## src/rtl/isa_pkg.sv

```systemverilog
// Shared ISA definitions for the 9-bit control sequencer: opcodes, sub-opcodes,
// ALU class selects, FSM states and the instruction decode helpers.
package isa_pkg;

    // Major opcode, instr[8:6]. Non-zero values are ALU function selects.
    typedef enum logic [2:0] {
        OP_SYS = 3'b000,
        OP_SHL = 3'b001,
        OP_SHR = 3'b010,
        OP_AND = 3'b011,
        OP_OR  = 3'b100,
        OP_ADD = 3'b101,
        OP_NOP = 3'b110,
        OP_PAR = 3'b111
    } op_e;

    // Sub-opcode of OP_SYS, instr[5:3]; operand register is instr[2:0].
    typedef enum logic [2:0] {
        SUB_DEC  = 3'b000,
        SUB_INC  = 3'b001,
        SUB_CMP  = 3'b010,
        SUB_BZ   = 3'b011,
        SUB_LD   = 3'b100,
        SUB_ST   = 3'b101,
        SUB_RSV  = 3'b110,
        SUB_HALT = 3'b111
    } subop_e;

    // ALU class selects.
    localparam logic [1:0] ALUOP_FUNC = 2'b00;
    localparam logic [1:0] ALUOP_DEC  = 2'b01;
    localparam logic [1:0] ALUOP_INC  = 2'b10;
    localparam logic [1:0] ALUOP_XOR  = 2'b11;

    // ALU function code that leaves the datapath idle.
    localparam logic [2:0] ALU_CMD_NOP = 3'b110;

    typedef enum logic [2:0] {
        ST_IDLE  = 3'b000,
        ST_FETCH = 3'b001,
        ST_EXEC  = 3'b010,
        ST_WB    = 3'b011,
        ST_DONE  = 3'b100
    } state_e;

    // Datapath controls produced by decode; enables are gated to WB by the caller.
    typedef struct packed {
        logic [2:0] alu_cmd;
        logic [1:0] alu_op;
        logic [2:0] addr_a;
        logic [2:0] addr_b;
        logic       rf_wr;
        logic [2:0] wr_addr;
        logic       wr_sel;
        logic       mem_wr;
    } ctrl_t;

    localparam ctrl_t CTRL_IDLE = '{
        alu_cmd: ALU_CMD_NOP,
        alu_op:  ALUOP_FUNC,
        addr_a:  3'd0,
        addr_b:  3'd0,
        rf_wr:   1'b0,
        wr_addr: 3'd0,
        wr_sel:  1'b0,
        mem_wr:  1'b0
    };

    function automatic ctrl_t decode(input logic [8:0] ir);
        ctrl_t c;
        op_e   op;
        subop_e sub;
        c   = CTRL_IDLE;
        op  = op_e'(ir[8:6]);
        sub = subop_e'(ir[5:3]);
        if (op != OP_SYS) begin
            // ALU function: A=ra, B=rb, result back to ra unless NOP
            c.alu_cmd = ir[8:6];
            c.addr_a  = ir[5:3];
            c.addr_b  = ir[2:0];
            c.wr_addr = ir[5:3];
            c.rf_wr   = (op != OP_NOP);
        end else begin
            case (sub)
                SUB_DEC: begin
                    c.alu_op  = ALUOP_DEC;
                    c.addr_a  = ir[2:0];
                    c.wr_addr = ir[2:0];
                    c.rf_wr   = 1'b1;
                end
                SUB_INC: begin
                    c.alu_op  = ALUOP_INC;
                    c.addr_a  = ir[2:0];
                    c.wr_addr = ir[2:0];
                    c.rf_wr   = 1'b1;
                end
                SUB_CMP: begin
                    c.alu_op = ALUOP_XOR;
                    c.addr_b = ir[2:0];
                end
                SUB_LD: begin
                    c.addr_b  = ir[2:0];
                    c.wr_sel  = 1'b1;
                    c.rf_wr   = 1'b1;
                end
                SUB_ST: begin
                    c.addr_b = ir[2:0];
                    c.mem_wr = 1'b1;
                end
                default: ; // BZ, reserved and HALT drive no datapath
            endcase
        end
        return c;
    endfunction

    // Instructions whose EXEC result updates the zero flag.
    function automatic logic sets_flag(input logic [8:0] ir);
        if (ir[8:6] != OP_SYS)
            return (ir[8:6] != OP_NOP);
        return (ir[5:3] == SUB_DEC) || (ir[5:3] == SUB_INC) || (ir[5:3] == SUB_CMP);
    endfunction

    function automatic logic is_bz(input logic [8:0] ir);
        return (ir[8:6] == OP_SYS) && (ir[5:3] == SUB_BZ);
    endfunction

    function automatic logic is_halt(input logic [8:0] ir);
        return (ir[8:6] == OP_SYS) && (ir[5:3] == SUB_HALT);
    endfunction

endpackage

```

## src/rtl/branch_lut.sv

```systemverilog
// Eight-entry combinational branch target table indexed by the BZ operand field.
module branch_lut #(
    parameter int                  PC_W    = 10,
    parameter logic [8*PC_W-1:0]   TARGETS = '0
) (
    input  logic [2:0]       idx,
    output logic [PC_W-1:0]  target
);

    logic [PC_W-1:0] table_w [8];

    // Unpack the flat parameter into one entry per index.
    for (genvar gi = 0; gi < 8; gi++) begin : g_entry
        assign table_w[gi] = TARGETS[gi*PC_W +: PC_W];
    end

    assign target = table_w[idx];

endmodule

```

## src/rtl/ctrl_sequencer.sv

```systemverilog
// Multi-cycle control unit: FETCH/EXEC/WB per instruction, zero-flag branches,
// one program per start/done handshake. All outputs are registered.
module ctrl_sequencer
    import isa_pkg::*;
#(
    parameter int                PC_W       = 10,
    parameter logic [8*PC_W-1:0] BR_TARGETS = {PC_W'(140), PC_W'(120), PC_W'(100), PC_W'(80),
                                               PC_W'(60),  PC_W'(40),  PC_W'(20),  PC_W'(0)}
) (
    input  logic             clk,
    input  logic             reset,
    input  logic             start,
    input  logic [8:0]       instr,
    input  logic             zero,
    output logic [PC_W-1:0]  prog_ctr,
    output logic [2:0]       alu_cmd,
    output logic [1:0]       ALU_Op,
    output logic [2:0]       rf_addr_a,
    output logic [2:0]       rf_addr_b,
    output logic             rf_wr_en,
    output logic [2:0]       rf_wr_addr,
    output logic             rf_wr_sel,
    output logic             mem_wr_en,
    output logic             done
);

    state_e          state_q, state_d;
    logic [PC_W-1:0] pc_q, pc_d;
    logic [8:0]      ir_q, ir_d;
    logic            flag_q, flag_d;
    ctrl_t           ctrl_q, ctrl_d;
    logic            done_q, done_d;

    ctrl_t           dec_ir;
    ctrl_t           dec_instr;
    ctrl_t           ctrl_sel;
    logic [PC_W-1:0] br_target;

    branch_lut #(
        .PC_W    (PC_W),
        .TARGETS (BR_TARGETS)
    ) u_branch_lut (
        .idx    (ir_q[2:0]),
        .target (br_target)
    );

    assign dec_ir    = decode(ir_q);
    assign dec_instr = decode(instr);

    // Next-state, PC/IR/flag update and next registered control outputs.
    always_comb begin
        state_d = state_q;
        pc_d    = pc_q;
        ir_d    = ir_q;
        flag_d  = flag_q;
        case (state_q)
            ST_IDLE, ST_DONE: begin
                if (start) begin
                    state_d = ST_FETCH;
                    pc_d    = '0;
                    flag_d  = 1'b0;
                end
            end
            ST_FETCH: begin
                ir_d    = instr;
                state_d = ST_EXEC;
            end
            ST_EXEC: begin
                if (sets_flag(ir_q))
                    flag_d = zero;
                state_d = ST_WB;
            end
            ST_WB: begin
                pc_d    = (is_bz(ir_q) && flag_q) ? br_target : pc_q + PC_W'(1);
                state_d = is_halt(ir_q) ? ST_DONE : ST_FETCH;
            end
            default: state_d = ST_IDLE;
        endcase

        // Controls for the coming cycle: EXEC decodes the word being latched,
        // WB keeps decoding IR and opens the write enables for one cycle.
        ctrl_sel = CTRL_IDLE;
        if (state_d == ST_EXEC)
            ctrl_sel = dec_instr;
        else if (state_d == ST_WB)
            ctrl_sel = dec_ir;
        ctrl_d        = ctrl_sel;
        ctrl_d.rf_wr  = ctrl_sel.rf_wr  && (state_d == ST_WB);
        ctrl_d.mem_wr = ctrl_sel.mem_wr && (state_d == ST_WB);
        done_d        = (state_d == ST_DONE);
    end

    // State, program counter, instruction register, flag and output registers.
    always_ff @(posedge clk) begin
        if (reset) begin
            state_q <= ST_IDLE;
            pc_q    <= '0;
            ir_q    <= '0;
            flag_q  <= 1'b0;
            ctrl_q  <= CTRL_IDLE;
            done_q  <= 1'b0;
        end else begin
            state_q <= state_d;
            pc_q    <= pc_d;
            ir_q    <= ir_d;
            flag_q  <= flag_d;
            ctrl_q  <= ctrl_d;
            done_q  <= done_d;
        end
    end

    assign prog_ctr   = pc_q;
    assign alu_cmd    = ctrl_q.alu_cmd;
    assign ALU_Op     = ctrl_q.alu_op;
    assign rf_addr_a  = ctrl_q.addr_a;
    assign rf_addr_b  = ctrl_q.addr_b;
    assign rf_wr_en   = ctrl_q.rf_wr;
    assign rf_wr_addr = ctrl_q.wr_addr;
    assign rf_wr_sel  = ctrl_q.wr_sel;
    assign mem_wr_en  = ctrl_q.mem_wr;
    assign done       = done_q;

endmodule

```

## config.mk

```make
export PLATFORM = sky130hd
export DESIGN_NAME = ctrl_sequencer
export DESIGN_NICKNAME = d
export VERILOG_FILES = /design/src/rtl/isa_pkg.sv /design/src/rtl/branch_lut.sv /design/src/rtl/ctrl_sequencer.sv
export SDC_FILE = /design/constraint.sdc
export NUM_CORES = 1
export LEC_CHECK = 0
export ABC_AREA = 1
export CAP_MARGIN = 30
export CORE_MARGIN = 2
export CORE_UTILIZATION = 47
export CTS_BUF_LIST = sky130_fd_sc_hd__clkbuf_2
export CTS_CLUSTER_SIZE = 16
export DETAILED_ROUTE_END_ITERATION = 8
export PLACE_DENSITY = 0.77
export SYNTH_ARGS = -nofsm -noshare
export SYNTH_HDL_FRONTEND = slang
export SYNTH_SLANG_ARGS = --single-unit
```

## constraint.sdc

```tcl
create_clock -name clk -period 1.27 [get_ports clk]
set_input_delay 0.1905 -clock clk [delete_from_list [all_inputs] [get_ports clk]]
set_output_delay 0.1905 -clock clk [all_outputs]
set_load 0.02 [all_outputs]
```

==> qor.yml, run 1 <==
sta:
  final_hold_viol_count: 0
  slew_viol_final: 0
  post-route-period-util_pct: 100
  setup_ws_ns: -0.00593
  fin_tns_setup_ns: -0.0109
  period_minus_slack_ns: 1.28
  worst_slew_pin_slew_ns: 0.363
  rsz0062_at_grt: "true"
  relSlewSlack_pct: 75.7
  fin_skew_ns: 0.0266
  fmax_mhz: 784
  setup_viol: 2
placement:
  hpwl_um: 3580
  gp_congestion: 0.852
  dp_cells: 393
  port_buffers: 40
synthesis:
  yosysMostFrequentCell: "nand2_1"
  synth-edff-count: 0
  yosysTopAreaCell: "dfxtp_1"
  synth_area_per_cell_sq_um: 6.81
  synth_cells: 287
  yosys_warnings: 0
  synth_area_sq_mm: 0.00196
  post-synth-top-area-fraction_pct: 38.9
  synthArstFlopShare_pct: 0
  ys_seq_area_share_pct: 38.9
  yosys-top-cells-area: "dfxtp_1, nand2_1, a21oi_1"
  syn_nets: 303
  synth_cell_types: 28
  synthTopCellsByCount: "nand2_1, dfxtp_1, a21oi_1"
  synth_seq_cells: 38
  yosys_most_used_dff: "dfxtp_1"
clocking:
  clock_latency_ns: 0.41
  cts_sinks: 38
  cts_max_level: 2
  clk_path_buf_depth: 2
  cts_buffers: 5
  path_clk_slew_ns: 0.19
  root_buffer: "clkbuf_2"
  cts_tree: "built"
power_and_ir_drop:
  vdd_drop_max_uv: 609
  power_leakage_nw: 1.17
  cellPowerDensity_mw_per_mm2: 978
routing:
  num_vias: 2188
  wl_um: 5280
  drc: 0
  ant_nets: 0
  drt_pass1_iterations: 4
  via_per_inst: 5.36
  wire_per_inst_um: 12.9
  first_iter_violations: 219
run:
  drv_cap: 0
grt:
  antenna_found_initial: 0
  grt_pass1_wl_um: 8180
  grt_use_met3_pct: 5.36
  grt_overflow_total: 0
  gr-usage-met2_pct: 36.5
  gr-usage-met1_pct: 32.1
  first_global_vias: 1813
  top_usage_layer: "met2"
  grt_max_degree: 21
  track_usage_pct: 23.4
critical_path:
  worstPathMaxFanout: 2
  worstPathRequired_ns: 1.08
  crit_family: "flip-flops"
  worst_setup_path_end_kind: "output port"
  path_class: "register to output port"
  worstPathBufferInverterCount: 1
  crit_path_start_kind: "register"
  crit_chain: "dlygate4sd2_1"
  slowest_stage: "dfxtp_1"
  cp.arrival_ns: 1.09
  cpPeakStageDelay_ns: 0.36
layout:
  nets: 374
  layout.area.seq_sq_um: 805
  final_cell_count_no_fill: 408
  n_antenna_cell: 0
  multi_input_area_sq_mm: 0.00110
  drive_above_1_share_pct: 32.7
  area_growth_pct: 39.8
  fill_cells: 338
floorplanning:
  die_area_sq_mm: 0.00469
  die_h_um: 68.5
  die_x_um: 68.5
  rows: 23
  start_util_pct: 48.9
  io_pins: 41
  core-area_sq_mm: 0.00400
run_status:
  violations: "negative setup slack"
  outcome: "finished with violations"
hold_path:
  hp-class: "input pin to register"
==> per-layer routing <==
| layer | share of wire [%] | vias to the layer above |
|---|---|---|
| met1 | 44 | 1010 |
| met5 | 0 | - |
| met2 | 49 | 65 |
| met4 | 1.7 | 0 |
| met3 | 5.6 | 11 |
| li1 | - | 1102 |
==> worst register-to-register path, stage by stage, from the launching register on <==
cell and delay (ns):
dfxtp_2 0.37, inv_1 0.13, nand3_2 0.18, nand2_2 0.16, inv_4 0.07, o21ai_0 0.16
nor2_1 0.07
==> cell type report <==
cell class                 instances  share of cell area [%]
inverter                          30                    4.67
timing repair inverter             1                   0.183
clock buffer                       7                    1.28
multi-input combinational        205                    40.3
sequential                        38                    29.4
tap                               50                    2.29
timing repair buffer              77                    21.9
==> registers in the layout, indices dropped and copies added, names as in the netlist <==
signal,cells
prog_ctr,10
ir_q,9
alu_cmd,3
rf_addr_a,3
rf_addr_b,3
state_q,3
ALU_Op,2
done,1
flag_q,1
mem_wr_en,1
rf_wr_en,1
rf_wr_sel,1
==> path summary, 6_finish.rpt <==
path / from / end / slack [ns] / cells past startpoint
max: rf_addr_a[0]$_SDFF_PP0_ / rf_wr_addr[0] / -0.006 / 1
min: zero / flag_q$_SDFFE_PP0P_ / 0.36 / 3
max reg2reg: state_q[2]$_SDFF_PP0_ / prog_ctr[0]$_SDFFE_PP0P_ / 0.04 / 6
min reg2reg: flag_q$_SDFFE_PP0P_ / flag_q$_SDFFE_PP0P_ / 0.49 / 2
==> what timing repair did <==
action,CTS,global route
cloned,0,1
hold buffers,0,0
buffers inserted,0,7
endpoints found under the setup margin,31,56
pin swaps,0,9
gates resized for setup,59,83
==> per-stage QoR <==
stage | setup slack (ns) | cell area, sq um | total power [mW] | hold WS (ns) | util [%]
2_1_floorplan | 0.0141 | 1960 | 1.78 | 0.325 | -
3_3_place_gp | -0.139 | 2580 | 2.06 | 0.465 | 64.5
3_5_place_dp | -0.155 | 2580 | 2.07 | 0.470 | 64.5
4_1_cts | -0.000461 | 2630 | 2.56 | 0.360 | 65.6
5_1_grt | -0.0637 | 2730 | 2.82 | 0.359 | 68.3
6_report | -0.00593 | 2730 | 2.67 | 0.364 | 68.3
==> cell usage in the layout (no fill, tap or decap), types with 2 or more instances in the layout <==
cell / instances
nand4_1: 4
nand3_2: 2
dfxtp_2: 11
clkdlybuf4s15_1: 4
nand2_1: 62
nand3_1: 28
o21ai_1: 2
buf_4: 35
nor2_4: 5
clkdlybuf4s15_2: 2
a21oi_1: 29
a21oi_2: 2
clkdlybuf4s50_1: 12
nand2_2: 7
ha_1: 2
inv_4: 2
nor3_1: 5
o21bai_1: 2
clkbuf_2: 19
nor2_1: 20
o21ai_0: 15
o211ai_1: 7
inv_2: 5
o31ai_1: 2
buf_2: 7
dfxtp_1: 19
dfxtp_4: 8
dlygate4sd2_1: 3
inv_1: 21
==> report_power, final <==
part | total [mW] | leakage (nW) | switching, mW | internal (mW)
registers | 1.33 | 0.320 | 0.0656 | 1.27
clock network | 0.538 | 0.0291 | 0.394 | 0.143
logic | 0.804 | 0.823 | 0.468 | 0.337
total | 2.67 | 1.17 | 0.928 | 1.75
==> cells by family (layout without fill, tap and decap cells) <==
group | count (synthesis) | in the layout | share of synthesized area [%]
fa+ha+maj | 3 | 3 | 1.92
simple gates | 138 | 138 | 30.8
xor+xnor | 2 | 2 | 0.896
buf+inv | 44 | 115 | 9.79
flops | 38 | 38 | 38.9
compound gates | 62 | 62 | 17.7
No activity file was read; power rests on OpenSTA's default activity.
==> inputs of run 2 (changes only) <==
ABC_AREA = unset   (was 1)
CORE_UTILIZATION = 48   (was 47)
PLACE_DENSITY = 0.79   (was 0.77)
SKIP_LAST_GASP = 1   (was unset)
==> run 2 against run 1 <==
  * The run still ends with negative setup slack left
  * Clock power is 78% higher
  * Count of clock-buffer cells in the layout is 2 lower
  * Power is 28% higher
==> qor.yml, run 2 <==
sta:
  fmax_mhz: 592  # -25%
  post-route-period-util_pct: 133  # +33 points
  rsz0062_at_grt: "true"
  fin_skew_ns: 0.0268  # +0.000243 ns
  relSlewSlack_pct: 76.4  # +0.67 points
  setup_ws_ns: -0.420  # -0.414 ns
  worst_slew_pin_slew_ns: 0.349  # -0.0141 ns
  setup_viol: 34  # +32
  period_minus_slack_ns: 1.69  # +0.414 ns
  slew_viol_final: 0  # unchanged
  final_hold_viol_count: 0  # unchanged
grt:
  top_usage_layer: "met2"
  grt_use_met3_pct: 5.59  # +0.23 points
  grt_overflow_total: 0  # unchanged
  antenna_found_initial: 0  # unchanged
  grt_max_degree: 14  # -33%
  track_usage_pct: 27.5  # +4.1 points
  grt_pass1_wl_um: 9510  # +16%
  gr-usage-met2_pct: 43.3  # +6.7 points
  first_global_vias: 1999  # +10%
  gr-usage-met1_pct: 36.7  # +4.7 points
hold_path:
  hold_start: "instr[1]"
  hp-class: "input pin to register"
critical_path:
  crit_path_start_kind: "register"
  worstPathRequired_ns: 1.62  # +0.54 ns
  cpPeakStageDelay_ns: 0.58  # +0.22 ns
  worst_setup_path_end_kind: "register"
  cp.arrival_ns: 2.04  # +0.95 ns
  crit_family: "simple AND/OR/NAND/NOR gates"
  cp-startpoint: "ir_q[6]$_SDFFE_PP0P_"
  r2r_start: "ir_q[6]$_SDFFE_PP0P_"
  crit_chain: "or4_4, buf_4, nor3_1, a21oi_1, o2bb2ai_1"
  path_class: "register to register"
  worstPathBufferInverterCount: 1  # unchanged
  worstPathMaxFanout: 4  # +2
  slowest_stage: "or4_4"
placement:
  dp_cells: 354  # -9.9%
  hpwl_um: 3990  # +12%
  port_buffers: 40  # unchanged
  gp_congestion: 0.890  # +4.5%
synthesis:
  yosysMostFrequentCell: "dfxtp_1"
  synth_area_sq_mm: 0.00199  # +1.9%
  synth_cell_types: 54  # +93%
  yosysTopAreaCell: "dfxtp_1"
  synthTopCellsByCount: "dfxtp_1, nor2_1, a21oi_1"
  synth-edff-count: 0  # unchanged
  synth_cells: 228  # -21%
  yosys_warnings: 0  # unchanged
  yosys-top-cells-area: "dfxtp_1, nor2_1, mux2i_1"
  syn_nets: 244  # -19%
  synthArstFlopShare_pct: 0  # unchanged
  ys_seq_area_share_pct: 38.2  # -0.73 points
  post-synth-top-area-fraction_pct: 38.2  # -0.73 points
  synth_seq_cells: 38  # unchanged
  yosys_most_used_dff: "dfxtp_1"
  synth_area_per_cell_sq_um: 8.74  # +28%
routing:
  drt_pass1_iterations: 4  # unchanged
  wl_um: 6570  # +24%
  ant_nets: 0  # unchanged
  drc: 0  # unchanged
  via_per_inst: 5.91  # +10%
  first_iter_violations: 148  # -32%
  wire_per_inst_um: 17.6  # +36%
  num_vias: 2212  # +1.1%
clocking:
  clock_latency_ns: 0.42  # about the same
  clk_path_buf_depth: 2  # unchanged
  cts_hold_buf: 0  # unchanged
  cts_buffers: 5  # unchanged
  root_buffer: "clkbuf_2"
  path_clk_slew_ns: 0.22  # +0.03 ns
  cts_sinks: 38  # unchanged
  cts_tree: "built"
  cts_max_level: 2  # unchanged
layout:
  largest_reg_flops: 10  # unchanged
  fill_cells: 261  # -23%
  final_cell_count_no_fill: 374  # -8.3%
  area_growth_pct: 56.2
  nets: 339  # -9.4%
  multi_input_area_sq_mm: 0.00131  # +19%
  mostFrequentLayoutCells: "buf_4, nor2_1, dfxtp_2"
  drive_above_1_share_pct: 52.2  # +19 points
  n_antenna_cell: 0  # unchanged
  layout.area.seq_sq_um: 805  # unchanged
  final_common_cell: "buf_4"
floorplanning:
  rows: 23  # unchanged
  io_pins: 41  # unchanged
  die_x_um: 68.4  # about the same
  die_area_sq_mm: 0.00468  # -0.19%
  die_h_um: 68.4  # about the same
  core-area_sq_mm: 0.00400  # unchanged
  start_util_pct: 49.8  # +0.94 points
power_and_ir_drop:
  vdd_drop_max_uv: 1240  # +100%
  power_mw: 3.43  # +28%
  cellPowerDensity_mw_per_mm2: 1100  # +13%
  power_leakage_nw: 1.31  # +12%
run:
  drv_cap: 0  # unchanged
run_status:
  violations: "negative setup slack"
  outcome: "finished with violations"
run 2: per-stage QoR:
stage / hold WS (ns) / TNS (ns) / instance area, sq um / worst slack, ns / utilization, %
after detailed placement: 0.478 / -8.32 / 2800 / -0.505 / 70.1
final: 0.434 / -5.57 / 3110 / -0.420 / 77.8
after CTS: 0.421 / -4.32 / 3010 / -0.315 / 75.2
after floorplan: 0.316 / -3.61 / 2060 / -0.271 / -
after global placement: 0.467 / -7.92 / 2800 / -0.453 / 70.1
after global routing: 0.401 / -7.22 / 3110 / -0.436 / 77.8
run 2: power breakdown:
part           leakage, nW  internal, mW  switching (mW)  total, mW
sequential           0.321          1.28          0.0891       1.36
combinational        0.941         0.552           0.559       1.11
clock               0.0506         0.524           0.432      0.956
run 2: cells by family after synthesis:
family | synth area share (%)
adder cells (fa/ha/maj) | 1.88
flip-flops | 38.2
XOR/XNOR | 2.20
AO/OA/AOI/OAI | 20.2
multiplexers | 5.02
buffers and inverters | 5.77
AND/OR/NAND/NOR | 26.7
run 2: repair_timing:
item / 4_1_cts / 5_1_grt
setup endpoints to repair: 64 / 60
hold endpoints to repair: 0 / 0
gates resized for setup: 106 / 78
buffers inserted: 7 / 7
pin swaps: 11 / 12
run 2: path summary, 6_finish.rpt:
path                               to  slack [ns]  cells past startpoint
max          prog_ctr[5]$_SDFFE_PP0P_       -0.42                      5
min           rf_addr_b[1]$_SDFF_PP0_        0.43                      2
max reg2reg  prog_ctr[5]$_SDFFE_PP0P_       -0.42                      5
min reg2reg  prog_ctr[9]$_SDFFE_PP0P_        0.48                      1
run 2: cell type report:
| type | count | area share [%] |
|---|---|---|
| Inverter | 3 | 0.362 |
| Clock buffer | 5 | 0.804 |
| Timing Repair Buffer | 106 | 27.0 |
| Multi-Input combinational cell | 169 | 42.0 |
| Sequential cell | 38 | 25.8 |
| Clock inverter | 3 | 2.05 |
| Tap cell | 50 | 2.01 |
run 2: layer usage:
metal	wire, um	vias up
li1	-	1034
met1	2750	1084
met2	3270	81
met3	408	13
met4	138	0
met5	0	-
